[src/rtl/pu_sched_pkg.sv]
// Shared types and index-entry decode helpers for the per-lane delta scheduler.
// Field helpers take the entry zero-extended to 32 bits so any configured width can reuse them.
package pu_sched_pkg;

  typedef enum logic [2:0] {
    ST_IDLE,
    ST_FETCH_IDX,
    ST_DECODE,
    ST_FETCH_DELTA,
    ST_APPLY,
    ST_EMIT,
    ST_DONE
  } sched_state_t;

  typedef enum logic [1:0] {
    IDX_TARGET,
    IDX_PAD,
    IDX_END
  } idx_kind_t;

  localparam logic        MARKER_FLAG = 1'b1;
  localparam logic [31:0] END_PAYLOAD = 32'd0;

  function automatic logic [31:0] idx_field(input logic [31:0] entry, input int lsb, input int width);
    logic [31:0] mask;
    mask = (32'd1 << width) - 32'd1;
    return (entry >> lsb) & mask;
  endfunction

  function automatic idx_kind_t idx_decode(input logic [31:0] entry, input int width);
    logic [31:0] flag;
    logic [31:0] payload;
    flag    = idx_field(entry, width - 1, 1);
    payload = idx_field(entry, 0, width - 1);
    if (flag[0] != MARKER_FLAG) return IDX_TARGET;
    else if (payload == END_PAYLOAD) return IDX_END;
    else return IDX_PAD;
  endfunction

endpackage

[src/rtl/pu_weight_accum.sv]
// Running-weight register: loads the base weight, then adds 1<<exp at BIN_LEN+1 bits.
// ovf flags a carry-out or an exponent that cannot fit; the stored weight wraps.
module pu_weight_accum #(
  parameter int BIN_LEN   = 8,
  parameter int DELTA_LEN = 4
) (
  input  logic                 clock,
  input  logic                 reset,
  input  logic                 load,
  input  logic [BIN_LEN-1:0]   load_value,
  input  logic                 add,
  input  logic [DELTA_LEN-1:0] add_exp,
  output logic [BIN_LEN-1:0]   weight,
  output logic                 ovf
);

  localparam logic [BIN_LEN:0] STEP_ONE = (BIN_LEN + 1)'(1);

  logic [BIN_LEN:0] step;
  logic [BIN_LEN:0] sum;

  assign step = STEP_ONE << add_exp;
  assign sum  = {1'b0, weight} + step;
  assign ovf  = add && (sum[BIN_LEN] || (int'(add_exp) >= BIN_LEN));

  // NOTE: sequential state is written with <= only, so every register samples pre-edge values.
  always_ff @(posedge clock or negedge reset) begin
    if (!reset)    weight <= '0;
    else if (load) weight <= load_value;
    else if (add)  weight <= sum[BIN_LEN-1:0];
  end

endmodule

[src/rtl/pu_delta_scheduler.sv]
// Per-lane MAC command sequencer: rebuilds sorted weights from base + run-length deltas
// and issues one command per target index entry. Optional counters: PU_SCHED_STATS_EN.
module pu_delta_scheduler
  import pu_sched_pkg::*;
#(
  parameter int BIN_LEN       = 8,
  parameter int DELTA_LEN     = 4,
  parameter int DELTA_SIM_LEN = 6,
  parameter int DELTA_NUM     = 64,
  parameter int INDEX_NUM     = 128,
  parameter int OC_LOG        = 3,
  parameter int KH_LOG        = 2,
  parameter int KW_LOG        = 2,
  parameter int INDEX_WIDTH   = OC_LOG + KH_LOG + KW_LOG + 1
) (
  input  logic                               clock,
  input  logic                               reset,
  input  logic                               start,
  input  logic [BIN_LEN-1:0]                 base_weight,
  output logic [$clog2(DELTA_NUM)-1:0]       delta_rd_addr,
  input  logic [DELTA_LEN+DELTA_SIM_LEN-1:0] delta_rd_data,
  output logic [$clog2(INDEX_NUM)-1:0]       idx_rd_addr,
  input  logic [INDEX_WIDTH-1:0]             idx_rd_data,
  output logic                               cmd_valid,
  input  logic                               cmd_ready,
  output logic [BIN_LEN-1:0]                 cmd_weight,
  output logic [OC_LOG-1:0]                  cmd_oc,
  output logic [KH_LOG-1:0]                  cmd_kh,
  output logic [KW_LOG-1:0]                  cmd_kw,
  output logic                               busy,
  output logic                               done,
  output logic                               err
`ifdef PU_SCHED_STATS_EN
  ,
  output logic [15:0]                        stat_cmds,
  output logic [15:0]                        stat_stall,
  output logic [7:0]                         stat_pads
`endif
);

  localparam int DADDR_W = $clog2(DELTA_NUM);
  localparam int IADDR_W = $clog2(INDEX_NUM);
  localparam logic [DADDR_W:0] DPTR_END = (DADDR_W + 1)'(DELTA_NUM);
  localparam logic [DADDR_W:0] DPTR_ONE = (DADDR_W + 1)'(1);
  localparam logic [IADDR_W:0] IPTR_END = (IADDR_W + 1)'(INDEX_NUM);
  localparam logic [IADDR_W:0] IPTR_ONE = (IADDR_W + 1)'(1);

  sched_state_t             state, state_nxt;
  logic [IADDR_W:0]         iptr;
  logic [DADDR_W:0]         dptr;
  logic                     first;
  logic [DELTA_SIM_LEN-1:0] remaining;
  logic [DELTA_SIM_LEN-1:0] delta_sim;
  logic [DELTA_LEN-1:0]     delta_val;
  idx_kind_t                idx_kind;
  logic                     accum_load, accum_add, accum_ovf;

  assign delta_val = delta_rd_data[DELTA_LEN-1:0];
  assign delta_sim = delta_rd_data[DELTA_LEN +: DELTA_SIM_LEN];
  assign idx_kind  = idx_decode(32'(idx_rd_data), INDEX_WIDTH);

  // Pointers are one bit wider than the buffers so "walked off the end" is visible.
  assign idx_rd_addr   = iptr[IADDR_W-1:0];
  assign delta_rd_addr = dptr[DADDR_W-1:0];

  assign cmd_valid = (state == ST_EMIT);
  assign done      = (state == ST_DONE);
  assign busy      = (state != ST_IDLE) && (state != ST_DONE);

  assign accum_load = (state == ST_IDLE) && start;
  assign accum_add  = (state == ST_APPLY) && (delta_sim != '0);

  pu_weight_accum #(
    .BIN_LEN   (BIN_LEN),
    .DELTA_LEN (DELTA_LEN)
  ) u_weight_accum (
    .clock      (clock),
    .reset      (reset),
    .load       (accum_load),
    .load_value (base_weight),
    .add        (accum_add),
    .add_exp    (delta_val),
    .weight     (cmd_weight),
    .ovf        (accum_ovf)
  );

  always_ff @(posedge clock or negedge reset) begin
    if (!reset) state <= ST_IDLE;
    else        state <= state_nxt;
  end

  // NOTE: the default at the top of an always_comb keeps every path assigned, so no latch appears.
  always_comb begin
    state_nxt = state;
    case (state)
      ST_IDLE:        if (start) state_nxt = ST_FETCH_IDX;
      ST_FETCH_IDX:   state_nxt = (iptr == IPTR_END) ? ST_DONE : ST_DECODE;
      ST_DECODE: begin
        case (idx_kind)
          IDX_END: state_nxt = ST_DONE;
          IDX_PAD: state_nxt = ST_FETCH_IDX;
          default: state_nxt = (first || remaining != '0) ? ST_EMIT : ST_FETCH_DELTA;
        endcase
      end
      ST_FETCH_DELTA: state_nxt = (dptr == DPTR_END) ? ST_DONE : ST_APPLY;
      ST_APPLY:       state_nxt = (delta_sim == '0) ? ST_FETCH_DELTA : ST_EMIT;
      ST_EMIT:        if (cmd_ready) state_nxt = ST_FETCH_IDX;
      ST_DONE:        state_nxt = ST_IDLE;
      default:        state_nxt = ST_IDLE;
    endcase
  end

  always_ff @(posedge clock or negedge reset) begin
    if (!reset) begin
      iptr      <= '0;
      dptr      <= '0;
      first     <= 1'b0;
      remaining <= '0;
      err       <= 1'b0;
      cmd_oc    <= '0;
      cmd_kh    <= '0;
      cmd_kw    <= '0;
    end else begin
      case (state)
        ST_IDLE: if (start) begin
          iptr      <= '0;
          dptr      <= '0;
          first     <= 1'b1;
          remaining <= '0;
          err       <= 1'b0;
        end
        ST_FETCH_IDX: if (iptr == IPTR_END) err <= 1'b1;
        ST_DECODE: begin
          if (idx_kind == IDX_PAD) iptr <= iptr + IPTR_ONE;
          // Target latched here so EMIT stays stable whatever the index buffer does next.
          if (idx_kind == IDX_TARGET) begin
            cmd_oc <= OC_LOG'(idx_field(32'(idx_rd_data), KW_LOG + KH_LOG, OC_LOG));
            cmd_kh <= KH_LOG'(idx_field(32'(idx_rd_data), KW_LOG, KH_LOG));
            cmd_kw <= KW_LOG'(idx_field(32'(idx_rd_data), 0, KW_LOG));
          end
        end
        ST_FETCH_DELTA: if (dptr == DPTR_END) err <= 1'b1;
        ST_APPLY: begin
          dptr <= dptr + DPTR_ONE;
          if (delta_sim != '0) remaining <= delta_sim;
          if (accum_ovf) err <= 1'b1;
        end
        ST_EMIT: if (cmd_ready) begin
          iptr  <= iptr + IPTR_ONE;
          first <= 1'b0;
          if (!first) remaining <= remaining - DELTA_SIM_LEN'(1);
        end
        default: ;
      endcase
    end
  end

`ifdef PU_SCHED_STATS_EN
  always_ff @(posedge clock or negedge reset) begin
    if (!reset) begin
      stat_cmds  <= '0;
      stat_stall <= '0;
      stat_pads  <= '0;
    end else if (state == ST_IDLE && start) begin
      stat_cmds  <= '0;
      stat_stall <= '0;
      stat_pads  <= '0;
    end else begin
      if (state == ST_EMIT && cmd_ready && stat_cmds != '1)   stat_cmds  <= stat_cmds + 16'd1;
      if (state == ST_EMIT && !cmd_ready && stat_stall != '1) stat_stall <= stat_stall + 16'd1;
      if (state == ST_DECODE && idx_kind == IDX_PAD && stat_pads != '1)
        stat_pads <= stat_pads + 8'd1;
    end
  end
`endif

endmodule

[config.mk]
export PLATFORM = sky130hd
export DESIGN_NAME = pu_delta_scheduler
export DESIGN_NICKNAME = d
export VERILOG_FILES = /design/src/rtl/pu_sched_pkg.sv /design/src/rtl/pu_weight_accum.sv /design/src/rtl/pu_delta_scheduler.sv
export SDC_FILE = /design/constraint.sdc
export NUM_CORES = 1
export LEC_CHECK = 0
export ABC_AREA = 1
export BUFFER_PORTS_ARGS = -buffer_cell sky130_fd_sc_hd__buf_2
export CAP_MARGIN = 20
export CORE_ASPECT_RATIO = 2
export CORE_MARGIN = 2
export CORE_UTILIZATION = 44
export DETAILED_ROUTE_END_ITERATION = 6
export HOLD_SLACK_MARGIN = 0.15
export PLACE_DENSITY = 0.67
export SLEW_MARGIN = 20
export SYNTH_ARGS = -nofsm -noshare
export SYNTH_HDL_FRONTEND = slang
export SYNTH_SLANG_ARGS = --single-unit
[constraint.sdc]
create_clock -name clock -period 2.2 [get_ports clock]
set_input_delay 0.44 -clock clock [delete_from_list [all_inputs] [get_ports clock]]
set_output_delay 0.44 -clock clock [all_outputs]
set_load 0.01 [all_outputs]
==> results of run 1 <==
[registers in the layout, summed over array words and instances (netlist names)]
register and count:
err 1, first 1, iptr 8, cmd_kw 2, cmd_kh 2, dptr 7
u_weight_accum.weight 8, remaining 6, cmd_oc 3, state 3
[metal layers]
metal	GRT usage, %	wire [um]	share of wire [%]
met1	21.10	2535	37
met2	36.57	3795	56
met3	3.173	226	3.3
met4	9.375	216	3.2
met5	0	0	0
[report_power, final]
part	leakage (uW)	internal [uW]	switching (uW)	total, uW
sequential	0.000528	1030	253	1290
combinational	0.00119	744	1280	2030
clock	0.0000831	566	303	869
[stage by stage]
stage	cells	hold slack [ns]
detailed placement	525	0.4390
global placement	525	0.4411
CTS	534	0.3984
global route	534	0.4150
floorplan	393	0.1444
finish	534	0.4027
[cells in the mapped netlist, drive strengths merged]
cell / number
xor2: 6
inv: 55
fa: 1
o21ai: 30
nand3b: 4
nor2: 44
o31ai: 1
mux2: 5
dfrtp: 41
o21a: 1
or2: 3
ha: 13
nand4: 4
nand3: 27
a21oi: 11
a31oi: 3
o211ai: 1
o22ai: 3
buf: 16
nor3: 9
nand2: 115
[worst paths after layout]
kind / start / end / slack, ns / cells after the start
worst max-delay path: delta_rd_data[2] / err / 0.40 / 14
worst min-delay path: idx_rd_data[0] / cmd_kw[0] / 0.40 / 2
worst max register to register: state[0] / u_weight_accum.weight[5] / 0.44 / 11
worst min register to register: err / err / 0.47 / 2
max in group asynchronous: reset / u_weight_accum.weight[6] / 1.04 / 3
min in group asynchronous: reset / cmd_oc[2] / 0.66 / 2
[logic make-up (layout without fill, tap and decap cells)]
logic type	Yosys count	in the layout	synth area share, %
muxes	5	5	1.964
adders and majority gates	14	14	6.373
DFF	41	41	35.79
buffers and inverters	71	126	11.79
xor gates and xnor gates	6	6	1.833
and+or+nand+nor	206	206	32.21
AOI/OAI and AO/OA	50	50	10.04
[timing repair]
item                                   in CTS  in global routing
setup endpoints to repair                   0                  0
hold buffers                                1                  0
endpoints found under the hold margin      20                  0
gates resized for setup                     0                  0
[critical path: stages]
cell     delay [ns]
buf_2          0.10
or2_2          0.32
nor2_1         0.11
ha_1           0.19
fa_1           0.21
nand3_1        0.10
nand2_1        0.13
nand2_1        0.06
nand3_1        0.06
nand2_1        0.05
nand2_1        0.06
nand2_1        0.05
nand2_1        0.05
nand2_1        0.04
[area by class of cell]
| class | instances | area share (%) |
|---|---|---|
| Multi-Input combinational cell | 281 | 44.80 |
| Timing Repair Buffer | 63 | 9.996 |
| Clock inverter | 2 | 1.119 |
| Inverter | 55 | 6.154 |
| Sequential cell | 41 | 30.59 |
| Tap cell | 86 | 3.208 |
| Clock buffer | 6 | 4.140 |
==> results.md, run 1 <==
- Flops & latches, synth: 41
- Port Buf Inserts: 61
- Top cell type's share of synthesized area: 35.79%
- Pin count of the biggest net entering global routing: 22
- Commonest cells after routing, fill and taps aside: nand2_1 (111), buf_2 (61), inv_1 (47)
- Final core occ: a little over half
- DP HPWL: about 5400 um
- Final Cycle Share: between 80% and 90%
- Peak supply drop: 857.2 uV
- Setup slack after layout: 0.4014 ns
- Ant diodes: 0
- Post-CTS Repair Setup Buffers: 0
- Dpl cell area: roughly 0.0032 sq mm
- WS Path Type: in2reg
- Clock edge transition at the registers on the reported setup and hold paths: 0.06 ns
- DRT Wirelength: around 6800 um
- Post-Syn Nets: 437
- Fill count: 645
- Die height: 118.1 um
- CTS tree: yes
- CTS Buf Count: 5
- Critical Path End Type: register
- FMAX: ~560 MHz
- Synthesized area: 0.002866 sq mm
- Max_slew headroom: 65.97%
- Tot Pwr: 4183 uW
- Power density cells: 1247 mW/mm^2
- Crit start category: primary input
- YS warnings: 0
- Root Buffer: clkbuf_16
- Fin Clk Skew: 0.006396 ns
- Synth area leaders: dfrtp_1 (36%), nand2_1 (15%), inv_1 (6.2%), ha_1 (5.7%), nor2_1 (5.2%)
- Starting density of the core: 45.43%
- Crit-path max FO: 4
- Post-place setup slack: 0.09755 ns
- Critical Path RT: approximately 2.4 ns
- Mapped Cells: ~390
- Synthesized area per cell: 7.294 sq um
- Core footprint: 0.006310 sq mm
- Final net count: slightly below 500
- Synth unique cells: 33
- Commonest non-fill, non-tap cell in the layout: nand2_1
- Footprint of the multi-input gates: 0.001503 sq mm
- Gr usage total: 20.19%
- Storage cell area: slightly above 0.001 sq mm
- Fin area: 0.003354 sq mm
- Max Transition Viols Final: 0
- Total global routing overflow: 0
- # H-tree levels: 2
- GP Congestion: between 0.8 and 0.9
- WL/cell: between 10 and 15 um
- Global-route wire length before repair: 11,170 um
- Drt initial violations: roughly 120
- Final setup violation count: 0
- Final min period: 1.799 ns
- RSZ-0062 raised after global routing: false
- Initial antenna violation count: 0
- Share of layout cells above drive strength 1: 22.99%
- Later-pin clock latency in the skew report: around 0.28 ns
- Detail Route Antenna Nets: 0
- Layout area overhead: 17.02%
- Drt pass-1 iters: 4
- CTS Buffer Depth: 2
- Die Wd: 61.08 um
- TNS Setup: 0 ns
- Lkg Pwr: between 0.0015 and 0.002 uW
- # DRC: 0
- Worst min path class: in2reg
- Vias in the first global route: about 2,500
- Die area: 0.007216 sq mm
- Final Hold Vio Count: 0
- Clock Sinks: slightly above 40
- Max Cap Viol: 0
- Area leader, netlist: dfrtp_1
- Cell row count: 41
- Routed via count: 2,655
- Worst-Margin Slew: 0.5104 ns
- Io pins: slightly above 60
- Status: finished, final reports clean
- Vias per cell: a little under 5
- Register area share after synthesis: 35.79%
- Crit path DAT: 1.98 ns
Power figures use the tool's default switching activity.
==> inputs of run 2 (changes only) <==
--- a/config.mk
+++ b/config.mk
@@ -13,7 +13,7 @@
 export CORE_UTILIZATION = 44
 export DETAILED_ROUTE_END_ITERATION = 6
 export HOLD_SLACK_MARGIN = 0.15
-export PLACE_DENSITY = 0.67
+export PLACE_DENSITY = 0.69
 export SLEW_MARGIN = 20
 export SYNTH_ARGS = -nofsm -noshare
 export SYNTH_HDL_FRONTEND = slang
==> constraint.sdc (replaced) <==
create_clock -name clock -period 1.5 [get_ports clock]
set_input_delay 0.3 -clock clock [delete_from_list [all_inputs] [get_ports clock]]
set_output_delay 0.3 -clock clock [all_outputs]
set_load 0.01 [all_outputs]
==> run 2 against run 1 <==
Net effect:
- the flow now finishes with violations (setup timing)
- register-to-register slack worse by 0.54 ns
- final cell count increased by 9.0%
- first-iteration DRC count decreased by 12%
- sequential power is 46% higher
==> results.md, run 2 (synthesis gave the netlist of run 1 again) <==
- Crit-path max FO: 4
- Pin count of the biggest net entering global routing: 42
- RR Endpoint: u_weight_accum.weight[6]
- Max_slew headroom: 77.70%
- FF-to-FF path depth: 10
- Clock Sinks: 41
- CTS Buf Count: 5
- WL/cell: 13.04 um
- Lkg Pwr: 0.002041 uW
- R2R setup slack: -0.10 ns
- Final setup violation count: 8
- Crit start category: primary input
- M1 WL: 2758 um
- Global-route wire length before repair: around 12,000 um
- Fin area: just under 0.004 sq mm
- Critical Path End Type: register
- Core footprint: 0.006310 sq mm
- Hold Crit Start: idx_rd_data[2]
- Gr usage total: approximately a fifth
- GP Congestion: around 0.9
- Drt initial violations: 106
- # DRC: 0
- Hold_ws: 0.2656 ns
- Crit path DAT: roughly 1.8 ns
- Starting density of the core: between 40 and 50%
- Ant diodes: 0
- Vias per cell: between 4 and 5
- DRT Wirelength: about 7600 um
- Max incr delay on CP: 0.30 ns
- Final Cycle Share: 107.9%
- Die area: 0.007216 sq mm
- Dpl cell area: roughly 0.0035 sq mm
- Top Registers: iptr: 8 flops, u_weight_accum.weight: 8 flops, dptr: 7 flops
- WS Path Type: in2reg
- Status: complete, but fails checks
- Crit-path slowest cell: nor2_1
- WHS Endpoint: cmd_kh[0]
- Worst-Margin Slew: 0.3333 ns
- # H-tree levels: 2
- Io pins: 62
- CTS Buffer Depth: 2
- Hold depth: 2
- DP HPWL: roughly 5600 um
- Max Cap Viol: 0
- Total global routing overflow: 0
- RR Startpoint: u_weight_accum.weight[0]
- Met3 wire length: 297 um
- Setup slack after layout: -0.1189 ns
- Worst min path class: in2reg
- Crit path cell chain: buf_2 > inv_1 > nand2_1 > nor2_1 > ha_4 > nand2_1 > nand2_1 > buf_4 > inv_1 > nand2_1 > nand2_1 > nand2_1 > nor2_1 > o21ai_1
- Dpl cells: 564
- Commonest cells after routing, fill and taps aside: nand2_1 (102), buf_2 (61), inv_1 (44)
- Die height: 118.1 um
- Max Transition Viols Final: 0
- Fin Clk Skew: 0.004247 ns
- Vias in the first global route: between 2,000 and 3,000
- Fill count: 565
- Share of layout cells above drive strength 1: 38.31%
- RSZ-0062 raised after global routing: true
- Wire length on met2: 4235 um
- Post-place setup slack: -0.3609 ns
- Detail Route Antenna Nets: 0
- Cell row count: 41
- Critical path launch point: delta_rd_data[3]
- Later-pin clock latency in the skew report: 0.28 ns
- Final min period: about 1.6 ns
- Root Buffer: clkbuf_16
- Final net count: approximately 540
- Initial antenna violation count: 0
- Layout area overhead: 37.80%
- FMAX: 617.7 MHz
- Clock edge transition at the registers on the reported setup and hold paths: 0.06 ns
- Power density cells: 1829 mW/mm^2
- Die Wd: roughly 60 um
- Routed via count: just under 3,000
- Port Buf Inserts: 61
- Final Hold Vio Count: 0
- Drt pass-1 iters: 4
- Top routing layer in use: met4
- Critical Path RT: around 1.7 ns
- Commonest non-fill, non-tap cell in the layout: nand2_1
- Failing checks: setup timing
- Final cell count without fillers: 582
- Peak supply drop: 970.8 uV
- CTS tree: yes
- CP most frequent cell: nand2_1
==> run 2: final cells by class <==
type	count	area (sq um)	share of cell area [%]
Multi-Input combinational cell	282	1733	43.87
Inverter	55	216.5	5.480
Timing Repair Buffer	110	709.4	17.96
Tap cell	86	107.6	2.724
Clock inverter	1	5.005	0.1267
Sequential cell	41	1026	25.97
Clock buffer	7	152.6	3.864
==> run 2: what timing repair did <==
action,CTS,global route
hold buffers,1,0
gates resized for setup,6,49
pin swaps,4,18
setup buffers,1,8
gates cloned,0,1
endpoints found under the hold margin,41,0
setup endpoints to repair,15,37
==> run 2: routing by layer <==
metal	vias up	GRT usage, %
li1	1452	-
met1	1348	21.49
met2	81	39.30
met3	22	2.954
met5	-	0
met4	0	9.918
==> run 2: worst max-delay path by stage <==
stage,end,slack [ns],depth (start not counted)
6_report,u_weight_accum.weight[6],-0.12,14
2_1_floorplan,err,-0.15,13
5_1_grt,u_weight_accum.weight[6],-0.30,14
3_5_place_dp,u_weight_accum.weight[5],-0.36,12
4_1_cts,u_weight_accum.weight[6],-0.09,10
3_3_place_gp,err,-0.32,13
==> run 2: report_power, final <==
| group | internal (uW) | total (uW) | switching, uW | leakage [uW] |
|---|---|---|---|---|
| combinational | 1910 | 4210 | 2290 | 0.00143 |
| clock | 704 | 1130 | 429 | 0.0000799 |
| sequential | 1520 | 1880 | 367 | 0.000528 |
| total | 4130 | 7220 | 3090 | 0.00204 |
==> run 2: through the flow <==
stage | total power (uW) | util, % | setup TNS, ns
2_1_floorplan | 4208 | - | -0.5383
6_report | 7224 | 62.60 | -0.4060
3_3_place_gp | 5485 | 55.34 | -2.079
4_1_cts | 6809 | 58.60 | -0.4043
3_5_place_dp | 5561 | 55.34 | -2.704
5_1_grt | 7847 | 62.60 | -2.101
==> run 2: critical path: cells and delay by family <==
| family | cells | cell delay (ns) |
|---|---|---|
| fa+ha+maj | 1 | 0.27 |
| buf+inv | 4 | 0.36 |
| simple gates | 8 | 0.77 |
| compound gates | 1 | 0.06 |
==> inputs of run 3 (changes only) <==
--- a/config.mk
+++ b/config.mk
@@ -5,7 +5,6 @@
 export SDC_FILE = /design/constraint.sdc
 export NUM_CORES = 1
 export LEC_CHECK = 0
-export ABC_AREA = 1
 export BUFFER_PORTS_ARGS = -buffer_cell sky130_fd_sc_hd__buf_2
 export CAP_MARGIN = 20
 export CORE_ASPECT_RATIO = 2
@@ -13,7 +12,7 @@
 export CORE_UTILIZATION = 44
 export DETAILED_ROUTE_END_ITERATION = 6
 export HOLD_SLACK_MARGIN = 0.15
-export PLACE_DENSITY = 0.69
+export PLACE_DENSITY = 0.7
 export SLEW_MARGIN = 20
 export SYNTH_ARGS = -nofsm -noshare
 export SYNTH_HDL_FRONTEND = slang
==> run 3 against run 2 <==
Net effect:
- sequential power about the same
- routed wire length grew 23%
- critical endpoint unchanged
- die area decreased by 4.9%
- the flow still finishes with violations (setup timing)
- non-clock buffer count rose by 51
- clock skew grew 0.0038 ns
- combinational power rose by 27%
==> results.md, run 3 <==
- Status: complete, but fails checks
- Failing checks: setup timing
- Initial antenna violation count: 0
- Mapped Cells: 290
- GP Congestion: 0.8676
- Total global routing overflow: 0
- Register area share after synthesis: between 30% and 40%
- Final min period: 1.855 ns
- Worst min path class: in2reg
- Global-route wire length before repair: 13,780 um
- Top Registers: iptr: 8 flops, u_weight_accum.weight: 8 flops, dptr: 7 flops
- Most common cell in the netlist: dfrtp_1
- Crit path cell chain: ha_2 > fa_2 > a211oi_2 > nor2_2 > o31ai_2 > xnor2_1 > o21ai_1
- Layout area overhead: 62.66%
- Pin count of the biggest net entering global routing: 28
- Max Cap Viol: 0
- Most instantiated cells after synthesis: dfrtp_1 (41), nor2_1 (25), o21ai_0 (19)
- Final setup violation count: 41
- Starting density of the core: 45.25%
- Cell row count: 40
- Synthesized area: 0.002718 sq mm
- CTS tree: yes
- Area leader, netlist: dfrtp_1
- Flops & latches, synth: about 40
- WL/cell: between 15 and 20 um
- CP top delay family: adder cells
- Crit start category: register
- Max incr delay on CP: approximately 0.39 ns
- Final Cycle Share: 123.7%
- Lkg Pwr: 0.002130 uW
- CP bufs+invs: 0
- Io pins: 62
- Number of synthesized flops with an enable pin: 0
- Commonest cells after routing, fill and taps aside: buf_4 (74), buf_2 (59), dfrtp_1 (39)
- DP HPWL: 5970 um
- Core footprint: 0.006006 sq mm
- Max_slew headroom: 71.64%
- Crit path DAT: 2.02 ns
- Top cell type's share of synthesized area: 37.75%
- Gr usage total: 26.48%
- Clock edge transition at the registers on the reported setup and hold paths: roughly 0.06 ns
- # DRC: 0
- Die area: 0.006859 sq mm
- WS Path Type: reg2reg
- Critical Path RT: 1.67 ns
- Clock Sinks: 41
- Setup slack after layout: -0.3552 ns
- Crit-path max FO: 3
- Later-pin clock latency in the skew report: 0.29 ns
- Worst-Margin Slew: 0.4238 ns
- Final Hold Vio Count: 0
- Crit-path slowest cell: dfrtp_1
- Ys async rst share: 100.0%
- FMAX: 539.0 MHz
- Port Buf Inserts: 61
- CTS Buf Count: 5
- Die Wd: 59.57 um
- YS warnings: 0
- Post-Syn Nets: 334
- Share of layout cells above drive strength 1: 58.12%
- Dpl cells: 472
- Routed via count: ~2,900
- Final net count: 480
- Synth Flop Type: dfrtp_1
- Synthesized area per cell: 9.371 sq um
- Commonest non-fill, non-tap cell in the layout: buf_4
- DRT Wirelength: 9321 um
- Drt initial violations: between 150 and 200
- Vias in the first global route: ~3,000
- CTS Buffer Depth: 2
- Detail Route Antenna Nets: 0
- Critical Path End Type: register
- Synth unique cells: 55
- TNS Setup: -6.072 ns
- Max Transition Viols Final: 0
- RSZ-0062 raised after global routing: true
- Power density cells: 1927 mW/mm^2
- Die height: 115.1 um
- Final cell count without fillers: 500
- Drt pass-1 iters: 4
- Peak supply drop: 1075 uV
- Fin Clk Skew: around 0.0081 ns
- Root Buffer: clkbuf_16
- Synth area leaders: dfrtp_1 (38%), ha_1 (6.0%), buf_4 (4.1%), o21ai_0 (3.5%), nor2_1 (3.5%)
- # H-tree levels: 2
- Ant diodes: 0
- Vias per cell: 5.854
==> run 3: area by class of cell <==
class / instances / area [sq um]
clock inverters: 1 / 30.03
repair buffers: 161 / 1179
fillers: 416 / 1585
clock buffers: 7 / 142.6
inverters: 14 / 57.56
well taps: 63 / 78.83
flip-flops and latches: 41 / 1028
multi-input cells: 213 / 1904
==> run 3: routing by layer <==
layer,global-route usage [%],part of all wire (%),vias up
met2,51.36,59,111
met4,13.33,4.3,0
met5,0,0,-
met3,4.162,3.9,29
li1,-,-,1336
met1,25.11,33,1451
==> run 3: path summary, 6_finish.rpt <==
check	depth (start not counted)	from	slack (ns)	end
max	7	u_weight_accum.weight[0]	-0.36	u_weight_accum.weight[6]
min	3	base_weight[0]	0.22	u_weight_accum.weight[0]
max reg2reg	7	u_weight_accum.weight[0]	-0.36	u_weight_accum.weight[6]
min reg2reg	2	err	0.50	err
max in group asynchronous	3	reset	0.55	state[0]
min in group asynchronous	2	reset	0.46	remaining[4]
==> run 3: logic make-up after synthesis <==
logic type               count (synthesis)  share of synthesized area, %
buffers and inverters                   37                         7.919
flip-flops                              41                         37.75
multiplexers                            10                         4.052
AO/OA/AOI/OAI                           82                         20.31
XOR/XNOR                                 7                         2.256
adder cells (fa/ha/maj)                 14                         6.722
AND/OR/NAND/NOR                         99                         20.99
==> run 3: what timing repair did <==
action	4_1_cts	5_1_grt
pin swaps	31	23
setup endpoints to repair	40	43
hold buffers	1	0
setup buffers	15	7
endpoints found under the hold margin	14	0
cloned	2	0
resized for setup	70	42
==> run 3: stage by stage <==
stage,utilization [%],setup WS (ns),power [uW],area [sq um],hold WS [ns]
2_1_floorplan,-,-0.2860,4132,2806,0.004409
3_3_place_gp,61.08,-0.5623,5682,3669,0.2397
3_5_place_dp,61.08,-0.6372,5767,3669,0.2393
4_1_cts,69.60,-0.3453,7837,4180,0.2236
5_1_grt,73.60,-0.4631,8995,4420,0.2353
6_report,73.60,-0.3552,8520,4420,0.2229
==> run 3: power breakdown <==
group | switching (uW) | leakage (uW) | internal, uW
combinational | 2590 | 0.00153 | 2770
clock | 436 | 0.0000841 | 832
sequential | 364 | 0.000518 | 1530
==> run 3: tightest hold or removal path: stages <==
cell and delay, ns:
buf_2 0.07, nand2_1 0.04, o21ai_1 0.06
